File: src/rtl/cpu_control_mc.sv
// Multicycle control FSM for the accumulator CPU.
// Sequences fetch/decode/memory/write-back with ready/req handshakes, a
// programmable bus timeout, illegal-opcode trapping, single-step and halt/resume,
// and keeps a count of retired instructions.
module cpu_control_mc #(
  parameter int OPC_W       = 3,
  parameter int CNT_W       = 16,
  parameter int TIMEOUT_CYC = 255,
  parameter int TMO_W       = 8
) (
  input  logic             clk,
  input  logic             rst,
  input  logic [OPC_W-1:0] opcode,
  input  logic             is_zero,
  input  logic             imem_ready,
  input  logic             dmem_ready,
  input  logic             step_mode,
  input  logic             resume,
  output logic             imem_req,
  output logic             ir_load,
  output logic             dmem_req,
  output logic             dmem_we,
  output logic             acc_load,
  output logic             acc_sel,
  output logic             pc_inc,
  output logic             pc_skip,
  output logic             pc_load,
  output logic             halted,
  output logic             err_illegal,
  output logic             err_timeout,
  output logic [CNT_W-1:0] retired_cnt
);

  localparam logic [2:0] S_IDLE   = 3'd0;
  localparam logic [2:0] S_FETCH  = 3'd1;
  localparam logic [2:0] S_DECODE = 3'd2;
  localparam logic [2:0] S_MEMRD  = 3'd3;
  localparam logic [2:0] S_MEMWR  = 3'd4;
  localparam logic [2:0] S_WB     = 3'd5;
  localparam logic [2:0] S_HALTED = 3'd6;

  localparam logic [2:0] OP_HALT = 3'd0;
  localparam logic [2:0] OP_SKZ  = 3'd1;
  localparam logic [2:0] OP_ADD  = 3'd2;
  localparam logic [2:0] OP_AND  = 3'd3;
  localparam logic [2:0] OP_XOR  = 3'd4;
  localparam logic [2:0] OP_LDA  = 3'd5;
  localparam logic [2:0] OP_STO  = 3'd6;
  localparam logic [2:0] OP_JMP  = 3'd7;

  logic [2:0]       state;
  logic [2:0]       state_nxt;
  logic [2:0]       op;
  logic             op_illegal;
  logic             waiting;
  logic             ready_cur;
  logic             timeout_hit;
  logic [TMO_W-1:0] wait_cnt;

  assign op = opcode[2:0];

  // Any set bit above the low three opcode bits means a code >= 8, which is illegal.
  generate
    if (OPC_W > 3) begin : g_wide_opc
      assign op_illegal = |opcode[OPC_W-1:3];
    end else begin : g_narrow_opc
      assign op_illegal = 1'b0;
    end
  endgenerate

  // The wait counter and timeout only apply to the three handshake states.
  assign waiting   = (state == S_FETCH) || (state == S_MEMRD) || (state == S_MEMWR);
  assign ready_cur = (state == S_FETCH) ? imem_ready : dmem_ready;

  // Ready arriving in the limit cycle wins; only a still-low ready at the limit trips.
  assign timeout_hit = (TIMEOUT_CYC != 0) && waiting && !ready_cur &&
                       (wait_cnt == TMO_W'(TIMEOUT_CYC));

  // Next-state selection.
  always_comb begin
    state_nxt = state;
    case (state)
      S_IDLE:   state_nxt = S_FETCH;
      S_FETCH: begin
        if (timeout_hit)     state_nxt = S_HALTED;
        else if (imem_ready) state_nxt = S_DECODE;
      end
      S_DECODE: begin
        if (op_illegal) begin
          state_nxt = S_HALTED;
        end else begin
          case (op)
            OP_HALT:        state_nxt = S_HALTED;
            OP_SKZ, OP_JMP: state_nxt = S_WB;
            OP_STO:         state_nxt = S_MEMWR;
            default:        state_nxt = S_MEMRD;
          endcase
        end
      end
      S_MEMRD, S_MEMWR: begin
        if (timeout_hit)     state_nxt = S_HALTED;
        else if (dmem_ready) state_nxt = S_WB;
      end
      S_WB:     state_nxt = step_mode ? S_HALTED : S_FETCH;
      S_HALTED: begin
        if (resume && !err_illegal && !err_timeout) state_nxt = S_FETCH;
      end
      default:  state_nxt = S_IDLE;
    endcase
  end

  // Strobes decode from state so reset drops every request the instant rst rises.
  always_comb begin
    imem_req = 1'b0;
    ir_load  = 1'b0;
    dmem_req = 1'b0;
    dmem_we  = 1'b0;
    acc_load = 1'b0;
    acc_sel  = 1'b0;
    pc_inc   = 1'b0;
    pc_skip  = 1'b0;
    pc_load  = 1'b0;
    halted   = 1'b0;
    case (state)
      S_FETCH: begin
        imem_req = 1'b1;
        ir_load  = imem_ready;
      end
      S_DECODE: pc_inc = !op_illegal && (op == OP_HALT);
      S_MEMRD:  dmem_req = 1'b1;
      S_MEMWR: begin
        dmem_req = 1'b1;
        dmem_we  = 1'b1;
      end
      S_WB: begin
        acc_load = (op == OP_ADD) || (op == OP_AND) || (op == OP_XOR) || (op == OP_LDA);
        acc_sel  = (op == OP_LDA);
        if (op == OP_JMP) begin
          pc_load = 1'b1;
        end else begin
          pc_inc  = 1'b1;
          pc_skip = (op == OP_SKZ) && is_zero;
        end
      end
      S_HALTED: halted = 1'b1;
      default: ;
    endcase
  end

  // State register.
  always_ff @(posedge clk or posedge rst) begin
    if (rst) state <= S_IDLE;
    else     state <= state_nxt;
  end

  // Wait counter restarts on every state change and counts low-ready cycles while waiting.
  always_ff @(posedge clk or posedge rst) begin
    if (rst)                                wait_cnt <= '0;
    else if (state_nxt != state)            wait_cnt <= '0;
    else if (waiting && !ready_cur)         wait_cnt <= wait_cnt + TMO_W'(1);
  end

  // Sticky error flags; only reset clears them.
  always_ff @(posedge clk or posedge rst) begin
    if (rst) begin
      err_illegal <= 1'b0;
      err_timeout <= 1'b0;
    end else begin
      if ((state == S_DECODE) && op_illegal) err_illegal <= 1'b1;
      if (timeout_hit)                       err_timeout <= 1'b1;
    end
  end

  // Every write-back retires one instruction; the count wraps naturally.
  always_ff @(posedge clk or posedge rst) begin
    if (rst)                retired_cnt <= '0;
    else if (state == S_WB) retired_cnt <= retired_cnt + CNT_W'(1);
  end

endmodule
File: config.mk
export PLATFORM = sky130hd
export DESIGN_NAME = cpu_control_mc
export DESIGN_NICKNAME = d
export VERILOG_FILES = /design/src/rtl/cpu_control_mc.sv
export SDC_FILE = /design/constraint.sdc
export NUM_CORES = 1
export LEC_CHECK = 0
export ABC_AREA = 1
export ABC_CLOCK_PERIOD_IN_PS = 2900
export CAP_MARGIN = 10
export CORE_MARGIN = 2
export CORE_UTILIZATION = 54
export CTS_CLUSTER_DIAMETER = 120
export CTS_CLUSTER_SIZE = 30
export DETAILED_ROUTE_END_ITERATION = 8
export GPL_TIMING_DRIVEN = 0
export HOLD_SLACK_MARGIN = 0.02
export PLACE_DENSITY_LB_ADDON = 0.15
export SETUP_SLACK_MARGIN = 0.3
export SLEW_MARGIN = 25
export SYNTH_ARGS = -nofsm -noshare
export SYNTH_HDL_FRONTEND = slang
export SYNTH_SLANG_ARGS = --single-unit
export TNS_END_PERCENT = 20
File: constraint.sdc
create_clock -name clk -period 2.9 [get_ports clk]
set_input_delay 0.29 -clock clk [delete_from_list [all_inputs] [get_ports clk]]
set_output_delay 0.29 -clock clk [all_outputs]
set_load 0.01 [all_outputs]
**Word level (Yosys, flattened, before mapping)**

Index checks and enable logic that the tools add are counted.

- Register bits after elaboration: 28
- Output and inout port bits: 28
- Input bits: 10
- Word-level logic and storage cells: 61

- Equality and inequality tests: 15
- Muxes and demuxes: 24
- Add/sub/neg operators: 2
- Reduce and logical (&&, ||, !) cells: 16

Operator list:

| kind | number |
|---|---|
| $eq A3 B3 Y1 const B | 7 |
| $mux W3 | 6 |
| $pmux W3 S6 | 1 |
| $add A16 B1 Y16 const B | 1 |
| $mux W8 | 2 |
| $mux W1 | 13 |
| $eq A3 B2 Y1 const B | 4 |
| $pmux W3 S3 | 1 |
| $add A8 B1 Y8 const B | 1 |
| $eq A8 B8 Y1 const B | 1 |
| $eq A3 B1 Y1 const B | 2 |
| $logic_not A3 Y1 | 2 |
| $logic_or A1 B1 Y1 | 5 |
| $logic_and A1 B1 Y1 | 4 |
| $reduce_or A2 Y1 | 2 |
| $ne A3 B3 Y1 | 1 |
| $logic_not A1 Y1 | 2 |
| $pmux W1 S2 | 1 |
| $reduce_bool A2 Y1 | 1 |

**Logic depth before layout (Yosys ltp)**

- Word-level depth: 9
- Gate-level depth with buffers: 13
- Gate-level depth less buffers: 12

**Worst setup path after synthesis**

OpenSTA, ideal clock, no wires.

- Path kind: register to register
- Start point: register retired_cnt[0]
- End point: register retired_cnt[14]
- Setup time: 0.125 ns
- Cell stages (with the launch flop): 10
- Buffers on the path: 0
- Path slack: 1.244 ns
- Required time: 2.775 ns
- Data arrival time: 1.530 ns
- Clock period less this slack: 1.656 ns
- Cell sequence: dfrtp_1 -> ha_1 -> nand3_1 -> nor2_2 -> nand3_1 -> nor2_2 -> nand3_1 -> nor2_2 -> nand3_1 -> xnor2_1

- Cells in the longest elaborated chain, start to end: 1

Ends and longest elaborated chain:

| what | line | source |
|---|---|---|
| start, declared | 31 | `output logic [CNT_W-1:0] retired_cnt` |
| start signal, assigned | 177 | `else if (state == S_WB) retired_cnt <= retired_cnt + CNT_W'(1);` |
| $add A16 B1 Y16 | 177 |  |

Every way passes these cells.
A chain may end at the register's enable or synchronous reset.

**Final worst setup path**

- Start point: register state[2]
- End point: output port pc_inc

- Cells in the longest elaborated chain, start to end: 2
- Elaborated cells on any way between the ends: 3
- Classes of those cells: 2 x eq/ne; 1 x mux

Ends and longest elaborated chain:

| what | line | source |
|---|---|---|
| start, declared | 51 | `logic [2:0] state;` |
| start signal, assigned | 153 | `else state <= state_nxt;` |
| $eq A3 B3 Y1 / $eq A3 B2 Y1 (equally long branches) | 124 | `case (state)` |
| $pmux W1 S2 * | 124 |  |
| end, declared | 25 | `output logic pc_inc,` |

Mark *: on every way between the ends. The rest lies on a longest branch, timed or not.

==> reports/qor.csv <==
metric;value;unit
synthFlopType;dfrtp_1;
drc;0;
holdBufCountCts;0;
n_fill_cell;252;
r2r_cells;12;
post-route-period-util;76.3;%
coreArea;0.00300;mm²
synth_warnings;0;
outcome;finished clean;
crit_end;pc_inc;
fin_crit;2.21;ns
whs;0.319;ns
yosys-top-cells-area;dfrtp_1, nand2_1, nand3_1;
clockBufferDepth;2;
rows;20;
finalPower;1490;µW
routed-via-count;1343;
cp_max_fo;9;
crit_start;state[2]$_DFF_PP0_;
dp_cells;274;
hold_path_class;in -> async;
vdd_drop_max;353;µV
synth_async_sr_flop_share;100;%
ys_seq_elements;28;
routabilityCongestion;0.832;
cts.repair.resized;0;
yosysMostFrequentCell;nand2_1;
syn_area;0.00169;mm²
r2r_end;wait_cnt[1]$_DFFE_PP0P_;
clk_latency;0.33;ns
finalMaxSlewViolations;0;
detail-route-antenna-nets;0;
grt_usage;18.5;%
hpwl;2300;µm
synth_cells;205;
reg2reg_from;state[2]$_DFF_PP0_;
critPathArrivalTime;1.92;ns
cts_tree;yes;
via_per_inst;4.83;
synth_largest_area_cell;dfrtp_1;
synth_edf_count;0;
drive_gt1_share;15.1;%
chipHeight;59.9;µm
grt_pass1_vias;1190;
hold_viol;0;
final_cells;278;
grt_overflow;0;
cp.required;2.61;ns
path_class;reg -> out;
die_w;59.9;µm
initial_core_util;56.2;%
end_kind;output port;
area_growth;26.9;%
multiInputGateArea;833;µm²
fin_skew;0.00943;ns
regArea;701;µm²
rsz0062_at_grt;no;
grt_max_degree;29;
crit_path_start_kind;flip-flop;
ys_types;27;
timing.fmax;0.452;GHz
synth.top_cell.area_share;41.5;%
synth_fp_nets;217;
wl;3010;µm
yosysSeqAreaShare;41.5;%
cts.sinks;28;
path_clk_slew;0.15;ns
antenna_found_initial;0;
insertedDiodeCount;0;
die_area;0.00359;mm²
first_pass_iters;4;
setup_tns;0;ns
io_pins;38;
cts_buffers;3;
grt_pass1_wl;4960;µm
cts_setup_buffers;0;
max_slew.worst_pin.slew;0.566;ns
avgSynthCellArea;8.24;µm²
setup_violations;0;
port_buffers;36;
r2r_slack;1.13;ns
drt_iter0_drc;35;
p_per_area;695;mW/mm²
cts-root-buf;clkbuf_4;
cts-htree-levels;1;
p_leak;0.00107;µW
num-nets-final;258;
synthTopCellsByCount;nand2_1, dfrtp_1, inv_1, nand3_1, nor2_1;
fin_util;71.4;%
wire_per_inst;10.8;µm
maxCapViolations;0;
slew_headroom;62.2;%
## critical path: stages (launching register included)
cell and delay, ns:
dfrtp_1 0.41, buf_6 0.15, inv_2 0.10, nand3_1 0.14
o31ai_1 0.23, clkdlybuf4s50_1 0.57
## power by group
part	internal, µW	total [µW]	switching (µW)
registers	443	489	46.1
logic	312	748	436
clock network	140	252	112
total	895	1490	594
## routing by layer
| layer | track usage [%] | share of wire [%] | up-vias |
|---|---|---|---|
| met5 | 0 | 0 | - |
| li1 | - | - | 714 |
| met2 | 29.3 | 45 | 26 |
| met3 | 1.95 | 3.8 | 4 |
| met4 | 8.57 | 1.4 | 0 |
| met1 | 25.4 | 50 | 599 |
## sequential cells by signal (all words and copies together) (netlist names)
register     cells
err_timeout      1
state            3
wait_cnt         8
retired_cnt     16
## kinds of logic (layout without fill, tap and decap cells)
kind of cell             count (synthesis)  in the layout  share of synthesized area [%]
XOR/XNOR                                20             20                           10.4
adder cells (fa/ha/maj)                  2              2                           1.48
AND/OR/NAND/NOR                        114            114                           34.9
flip-flops                              28             28                           41.5
other                                    1              1                          0.222
AO/OA/AOI/OAI                            7              7                           2.37
buffers and inverters                   33             73                           9.18
## cells in the final DEF, fill, tap and decap left out, types with 4 or more instances in the layout
cell type | Yosys | routed
inv_1 | 23 | 22
nand3_1 | 19 | 19
xor2_1 | 10 | 10
nor3_1 | 4 | 4
xnor2_1 | 10 | 10
nor2_1 | 19 | 19
inv_2 | 4 | 5
nor2_2 | 11 | 11
clkdlybuf4s50_1 | 0 | 36
dfrtp_1 | 28 | 28
nand2_1 | 47 | 47
## how the worst min path moves through the flow
stage	slack, ns	depth (start not counted)	to
floorplan	0.36	1	err_timeout$_DFFE_PP0P_
global placement	0.46	1	retired_cnt[15]$_DFFE_PP0P_
detailed placement	0.47	1	retired_cnt[15]$_DFFE_PP0P_
CTS	0.32	2	retired_cnt[10]$_DFFE_PP0P_
global route	0.35	2	retired_cnt[12]$_DFFE_PP0P_
finish	0.32	2	retired_cnt[15]$_DFFE_PP0P_
## final cells by class
type | count | area share (%)
Multi-Input combinational cell | 144 | 38.9
Sequential cell | 28 | 32.7
Timing Repair Buffer | 36 | 16.8
Inverter | 29 | 5.31
Buffer | 4 | 1.93
Tap cell | 33 | 1.93
Clock inverter | 1 | 1.40
Clock buffer | 3 | 1.05
## per-stage QoR
stage / worst slack [ns] / instance area [µm²]
finish: 0.689 / 2140
global route: 0.592 / 2140
CTS: 0.651 / 2140
detailed placement: 0.824 / 2090
global placement: 0.864 / 2090
floorplan: 1.24 / 1690
Note: power is estimated with default switching activity, not from simulation.
